--- config.mk ---
export PLATFORM = sky130hd
export DESIGN_NAME = timed_event_replayer
export DESIGN_NICKNAME = d
export VERILOG_FILES = /design/src/rtl/timed_event_replayer.sv
export SDC_FILE = /design/constraint.sdc
export NUM_CORES = 2
export LEC_CHECK = 0
export ABC_AREA = 1
export CAP_MARGIN = 20
export CORE_UTILIZATION = 62
export CTS_BUF_LIST = sky130_fd_sc_hd__clkbuf_4 sky130_fd_sc_hd__clkbuf_8
export CTS_CLUSTER_SIZE = 12
export DETAILED_ROUTE_END_ITERATION = 10
export GPL_TIMING_DRIVEN = 0
export PLACE_DENSITY_LB_ADDON = 0.05
export SLEW_MARGIN = 20
export SYNTH_ARGS = -nofsm -noshare
export SYNTH_HDL_FRONTEND = slang
export SYNTH_SLANG_ARGS = --single-unit
--- constraint.sdc ---
create_clock -name clk -period 12.2 [get_ports clk]
set_input_delay 3.66 -clock clk [delete_from_list [all_inputs] [get_ports clk]]
set_output_delay 3.66 -clock clk [all_outputs]
set_load 0.02 [all_outputs]
--- src/rtl/timed_event_replayer.sv ---
// timed_event_replayer
//   Upstream stimulus stage for the compiled monitor. Buffers timestamped
//   events (two signed stream values plus a presence mask) in a small FIFO
//   and replays each one at its scheduled cycle as one-cycle
//   input_N / new_input_N pulses. Absent streams drive a zero value.
//
// Ports
//   clk, rst      clock; asynchronous active-high reset
//   en            global enable; when low every register holds
//   s_valid/s_ready, s_ts, s_mask, s_data0, s_data1
//                 load side; s_ready is not-full from the registered count
//   input_0/1, new_input_0/1
//                 registered replay outputs to the monitor
//   time_now      free-running cycle counter (wraps)
//   count         FIFO occupancy
//   late_err      sticky: some event released after its timestamp
//   idle          FIFO empty and no pulse on the outputs
module timed_event_replayer #(
    parameter int DATA_W = 64,
    parameter int TS_W   = 32,
    parameter int ADDR_W = 3
) (
    input  logic              clk,
    input  logic              rst,
    input  logic              en,
    input  logic              s_valid,
    output logic              s_ready,
    input  logic [TS_W-1:0]   s_ts,
    input  logic [1:0]        s_mask,
    input  logic [DATA_W-1:0] s_data0,
    input  logic [DATA_W-1:0] s_data1,
    output logic [DATA_W-1:0] input_0,
    output logic              new_input_0,
    output logic [DATA_W-1:0] input_1,
    output logic              new_input_1,
    output logic [TS_W-1:0]   time_now,
    output logic [ADDR_W:0]   count,
    output logic              late_err,
    output logic              idle
);

    localparam int DEPTH = 1 << ADDR_W;

    // FIRE is never stored: it is the phase a WAIT cycle takes on when the
    // head is due, so the pop and the output register load share one edge
    // and a head with ts=T pulses while time_now reads T+1.
    typedef enum logic [1:0] {EMPTY, WAIT, FIRE} state_t;

    state_t r_state, w_phase, w_state_nxt;

    logic [TS_W-1:0]   r_ts_mem   [DEPTH];
    logic [1:0]        r_mask_mem [DEPTH];
    logic [DATA_W-1:0] r_d0_mem   [DEPTH];
    logic [DATA_W-1:0] r_d1_mem   [DEPTH];

    logic [ADDR_W-1:0] r_wptr, r_rptr;
    logic [ADDR_W:0]   r_count;
    logic [TS_W-1:0]   r_time;
    logic [DATA_W-1:0] r_in0, r_in1;
    logic              r_new0, r_new1, r_late;

    logic              w_push, w_pop, w_fire, w_due, w_late;
    logic [TS_W-1:0]   w_diff;
    logic [1:0]        w_head_mask;

    assign s_ready     = (r_count != (ADDR_W+1)'(DEPTH));
    assign w_push      = s_valid && s_ready && en;
    assign w_pop       = w_fire && en;
    assign w_head_mask = r_mask_mem[r_rptr];

    // Signed wrap-safe compare: the head is due once time_now has reached
    // its timestamp, even across a counter wrap.
    assign w_diff = r_time - r_ts_mem[r_rptr];
    assign w_due  = ~w_diff[TS_W-1];
    assign w_late = w_due && (w_diff != '0);

    always_comb begin
        w_phase     = r_state;
        w_state_nxt = r_state;
        w_fire      = 1'b0;
        if (r_state == WAIT && w_due) w_phase = FIRE;
        case (w_phase)
            EMPTY: if (w_push) w_state_nxt = WAIT;
            WAIT:  w_state_nxt = WAIT;
            FIRE: begin
                w_fire = 1'b1;
                // Entries left after this pop, counting a same-edge push.
                w_state_nxt = (r_count > (ADDR_W+1)'(1) || w_push) ? WAIT : EMPTY;
            end
            default: w_state_nxt = EMPTY;
        endcase
    end

    // Payload storage carries no reset; only pointers define validity.
    always_ff @(posedge clk) begin
        if (w_push) begin
            r_ts_mem[r_wptr]   <= s_ts;
            r_mask_mem[r_wptr] <= s_mask;
            r_d0_mem[r_wptr]   <= s_data0;
            r_d1_mem[r_wptr]   <= s_data1;
        end
    end

    always_ff @(posedge clk or posedge rst) begin
        if (rst) begin
            r_state <= EMPTY;
            r_time  <= '0;
            r_wptr  <= '0;
            r_rptr  <= '0;
            r_count <= '0;
            r_in0   <= '0;
            r_in1   <= '0;
            r_new0  <= 1'b0;
            r_new1  <= 1'b0;
            r_late  <= 1'b0;
        end else if (en) begin
            r_state <= w_state_nxt;
            r_time  <= r_time + TS_W'(1);
            if (w_push) r_wptr <= r_wptr + ADDR_W'(1);
            if (w_pop)  r_rptr <= r_rptr + ADDR_W'(1);
            r_count <= r_count + (ADDR_W+1)'(w_push) - (ADDR_W+1)'(w_pop);
            // Pulses last exactly one enabled cycle; values are zero unless pulsing.
            r_new0  <= w_fire && w_head_mask[0];
            r_new1  <= w_fire && w_head_mask[1];
            r_in0   <= (w_fire && w_head_mask[0]) ? r_d0_mem[r_rptr] : '0;
            r_in1   <= (w_fire && w_head_mask[1]) ? r_d1_mem[r_rptr] : '0;
            if (w_fire && w_late) r_late <= 1'b1;
        end
    end

    assign input_0     = r_in0;
    assign input_1     = r_in1;
    assign new_input_0 = r_new0;
    assign new_input_1 = r_new1;
    assign time_now    = r_time;
    assign count       = r_count;
    assign late_err    = r_late;
    assign idle        = (r_count == '0) && !r_new0 && !r_new1;

endmodule

==> impl_summary.md <==
Drt
For this block, the routed nets add up to 164200 um of wire. In the routed layout, each cell is associated on average with a via count of 6.132. For this run, design rule violations remaining after detail routing come to 0. The violation count after the first detailed-routing iteration is 5455. The count of nets left with antenna violations after detail routing is 0. The total number of vias is 40700.

Before antenna repair, the detailed router went through 6 iterations. The average wire per cell in the routed design is 24.74 um.

Setup path
Measured in cells, the most critical reg-to-reg path has a length of 27. For the worst setup path, the data required time is 12.77 ns. The data arrival time at the worst-slack endpoint is 7.59 ns. The startpoint of the lowest-slack register-to-register path is r_rptr[0]$_DFFE_PP0P_. The endpoint kind of the worst setup timing path is a flip-flop. Setup slack on the worst reg-to-reg path comes out at 6.03 ns. The most critical setup path has its startpoint at en. The worst reg2reg path endpoint is count[2]$_DFFE_PP0P_. The worst setup path is of the in2reg kind. The worst setup path is launched from an input pin.

Along the worst path, the maximum fanout reaches 21.

Worst hold path
For hold timing, the worst endpoint is late_err$_DFFE_PP0P_. Counting instances, the worst hold path has a depth of 2. The launch point of the worst hold path is late_err$_DFFE_PP0P_. The worst min-delay path category is reg2reg.

Timing
The clock period minus worst slack is 7.017 ns. The number of setup violations in the final report is 0. The worst hold slack is 0.4684 ns.

The share of the clock period used by the worst path after layout is 57.51%. The number of slew-limit violations in the final report came to 0. Setup repair after global routing left no endpoint under its margin.

In this run the tightest slew margin relative to its limit is 22.01%. The number of hold violations in the final report was 0. At the pin with the least slew margin, the transition time is 1.170 ns. The clock arrives with 0.04608 ns of skew.

Based on the critical path, the design can be clocked at up to 142.5 MHz.

Yosys
The post-synthesis cell type count is 43. sky130_fd_sc_hd__edfxtp_1 takes more of the synthesized area than any other cell. During synthesis, Yosys emitted a total of 0 warnings. Dividing the synthesized area by the synthesized cell count gives 12.96 um^2. In this run, synthesis produced a sequential element count of 1470. In this run, synthesis inferred 1296 flip-flops with an integrated enable.

The top cell type by area accounts for 66.15% of the synthesized area. Ranked by total cell area, the synthesized netlist is headed by sky130_fd_sc_hd__edfxtp_1, sky130_fd_sc_hd__dfrtp_1, sky130_fd_sc_hd__o21ai_0. The cell count after synthesis came out at 4539. For this run, asynchronously set or reset flops after synthesis account for 11.84%. Sequential cells were found to cover 73.55% of the synthesized design area.

The net count after synthesis is 4748. In the synthesized netlist the dominant register cell turns out to be sky130_fd_sc_hd__edfxtp_1. The cell area that synthesis handed to floorplanning was 58830 um^2.

Global route
The initial antenna violation count is 30. The wire length of the first global-routing pass is 239900 um. The total overflow left after global routing is 0. The via count of the first global-routing pass was 39500. The overall routing resource usage is 34.18%. The maximum number of pins on one net before global-route repair is 68.

Placed design
After detailed placement, the design holds a cell count of 6198. The weighted congestion reported at the end of routability-driven placement is 0.9104. Once detailed placement completed, the half-perimeter wirelength came to 108000 um. The number of port buffers is 334.

Floorplan
The initial utilization of the core area, before any placement, comes to 62.85%. In this run the core area contains 112 standard-cell rows. The die is 310.0 um wide. After floorplanning, the core was sized to cover 93610 um^2. For this design the top-level I/O count stands at 335. The die covers 96120 um^2. In this run the vertical extent of the chip is 310.0 um.

Pwr
The post-layout total power is 16.86 mW. The static leakage power is 24.71 nW. The worst-case IR drop observed on VDD is 141.5 uV. Dividing total power by cell area gives a power density of 240.6 nW/um^2.

Clocking
Gates resized during post-CTS repair numbered 0. The total clock sinks is 1470. The number of setup buffers added after CTS is 0.

The CTS root buffer is sky130_fd_sc_hd__clkbuf_8. The latest clock arrival within the worst-skew pair is 0.90 ns. The clock tree synthesis step divided the H-tree into 4 levels. The number of buffers inserted by hold repair at cts is 0. No sink is reached through more buffers than the 3 on the longest clock path. After clock tree synthesis, the clock-pin slew on the worst setup and hold paths is 0.06 ns. Buffers inserted during clock tree synthesis total 220. The TritonCTS clock tree is yes.

Final layout
The ratio of cells with drive above 1 in the final layout is 11.65%. The final cell count without fillers is 6638. Measured on the finished design, the core utilization comes to 74.88%. At the end of the flow, the number of nets in the layout was 5375. The synthesis-to-layout area growth is 19.15%.

Status
The run finished with clean final reports.

Job
The tool flagged a number of max-cap violations equal to 0.
-- kinds of logic after synthesis --
group / after synthesis / synth area share (%)
buffers and inverters: 445 / 3.188
flip-flops: 1470 / 73.55
adder cells (fa/ha/maj): 43 / 0.9400
AO/OA/AOI/OAI: 1162 / 12.51
XOR/XNOR: 41 / 0.6104
AND/OR/NAND/NOR: 1378 / 9.196
-- per-layer routing --
metal	vias up	part of all wire [%]	track usage, %
met5	-	0.090	0
met2	2385	48	53.96
met4	24	3.5	14.15
met1	19920	38	46.17
li1	17980	-	-
met3	392	11	7.976
-- worst max path at each step --
stage	end	slack (ns)	depth (start not counted)
after detailed placement	r_d0_mem[2][26]$_DFFE_PP_	4.32	9
after floorplan	r_d0_mem[0][0]$_DFFE_PP_	0.29	4
after CTS	r_d0_mem[2][27]$_DFFE_PP_	5.26	9
after global routing	r_d0_mem[2][38]$_DFFE_PP_	5.14	9
after global placement	r_d0_mem[3][20]$_DFFE_PP_	-7.61	6
final	r_d0_mem[2][27]$_DFFE_PP_	5.18	9
-- cell usage after synthesis (4+ instances only) --
library cell               instances
sky130_fd_sc_hd__nand3_1          50
sky130_fd_sc_hd__o21ai_2         100
sky130_fd_sc_hd__nand2_2           7
sky130_fd_sc_hd__o21ai_0         708
sky130_fd_sc_hd__nor4_1            7
sky130_fd_sc_hd__xnor2_1          12
sky130_fd_sc_hd__buf_1            10
sky130_fd_sc_hd__nor3_1           13
sky130_fd_sc_hd__o221ai_1        285
sky130_fd_sc_hd__edfxtp_1       1296
sky130_fd_sc_hd__inv_2             4
sky130_fd_sc_hd__inv_1           159
sky130_fd_sc_hd__nand4_1          17
sky130_fd_sc_hd__buf_2            13
sky130_fd_sc_hd__clkbuf_1        244
sky130_fd_sc_hd__buf_12           10
sky130_fd_sc_hd__dfrtp_1         174
sky130_fd_sc_hd__ha_1             41
sky130_fd_sc_hd__xor2_1           29
sky130_fd_sc_hd__nand3b_1          4
sky130_fd_sc_hd__a21oi_1          24
sky130_fd_sc_hd__nand2_1         556
sky130_fd_sc_hd__o22ai_1          34
sky130_fd_sc_hd__nor2_1          713
sky130_fd_sc_hd__a21o_1            4
-- placed cells by master (no fill, tap or decap), types with 7 or more instances in the layout --
| master | netlist | routed |
|---|---|---|
| sky130_fd_sc_hd__ha_1 | 41 | 41 |
| sky130_fd_sc_hd__nor2_1 | 713 | 705 |
| sky130_fd_sc_hd__clkbuf_4 | 0 | 107 |
| sky130_fd_sc_hd__xnor2_1 | 12 | 12 |
| sky130_fd_sc_hd__buf_16 | 0 | 30 |
| sky130_fd_sc_hd__nor4_1 | 7 | 7 |
| sky130_fd_sc_hd__dfrtp_1 | 174 | 174 |
| sky130_fd_sc_hd__o221ai_1 | 285 | 285 |
| sky130_fd_sc_hd__clkbuf_2 | 0 | 9 |
| sky130_fd_sc_hd__nand2_2 | 7 | 7 |
| sky130_fd_sc_hd__nand2_1 | 556 | 556 |
| sky130_fd_sc_hd__clkbuf_8 | 0 | 243 |
| sky130_fd_sc_hd__clkdlybuf4s50_1 | 0 | 334 |
| sky130_fd_sc_hd__clkbuf_1 | 244 | 235 |
| sky130_fd_sc_hd__nor3_1 | 13 | 13 |
| sky130_fd_sc_hd__nand3_1 | 50 | 50 |
| sky130_fd_sc_hd__buf_2 | 13 | 13 |
| sky130_fd_sc_hd__xor2_1 | 29 | 29 |
| sky130_fd_sc_hd__clkinv_2 | 0 | 22 |
| sky130_fd_sc_hd__o22ai_1 | 34 | 34 |
| sky130_fd_sc_hd__inv_1 | 159 | 158 |
| sky130_fd_sc_hd__diode_2 | 0 | 21 |
| sky130_fd_sc_hd__a21oi_1 | 24 | 24 |
| sky130_fd_sc_hd__buf_12 | 10 | 51 |
| sky130_fd_sc_hd__o21ai_2 | 100 | 100 |
| sky130_fd_sc_hd__nor2_4 | 2 | 10 |
| sky130_fd_sc_hd__buf_1 | 10 | 10 |
| sky130_fd_sc_hd__clkinv_1 | 0 | 33 |
| sky130_fd_sc_hd__edfxtp_1 | 1296 | 1296 |
| sky130_fd_sc_hd__o21ai_0 | 708 | 708 |
| sky130_fd_sc_hd__nand4_1 | 17 | 17 |
-- area by class of cell --
| class | count | area [um^2] |
|---|---|---|
| sequential | 1470 | 43270 |
| antenna | 21 | 52.55 |
| multi-input combinational | 2624 | 13740 |
| tap | 1254 | 1569 |
| clock inverter | 69 | 426.7 |
| fill | 6148 | 23510 |
| buffer | 280 | 1260 |
| clock buffer | 350 | 4148 |
| inverter | 165 | 634.4 |
| timing repair buffer | 405 | 4990 |
-- per-stage QoR --
stage,setup slack (ns),TNS [ns],area (um^2)
6_report,5.183,0,70100
5_1_grt,5.139,0,70070
4_1_cts,5.263,0,70040
3_5_place_dp,4.325,0,65470
3_3_place_gp,-7.606,-9321.39,63740
2_1_floorplan,0.2879,0,58830
-- power by group --
group          internal, mW  switching [mW]
logic                  1.98            4.54
registers              6.04           0.222
clock network          2.22            1.87
total                  10.2            6.63
-- worst max-delay path: stages --
cell	delay (ns)
sky130_fd_sc_hd__clkdlybuf4s50_1	0.75
sky130_fd_sc_hd__clkbuf_1	0.76
sky130_fd_sc_hd__nand3_1	0.41
sky130_fd_sc_hd__or2_2	0.50
sky130_fd_sc_hd__nor2_4	0.54
sky130_fd_sc_hd__buf_12	0.28
sky130_fd_sc_hd__buf_12	0.21
sky130_fd_sc_hd__buf_12	0.20
sky130_fd_sc_hd__buf_12	0.21
-- flip-flops by register name, summed over array words and instances, names as in the netlist --
register     count
r_state          1
input_1         64
new_input_0      1
r_d1_mem       512
r_d0_mem       512
count            4
r_wptr           3
r_ts_mem       256
late_err         1
new_input_1      1
r_mask_mem      16
input_0         64
r_rptr           3
time_now        32
No activity file was read; power rests on OpenSTA's default activity.
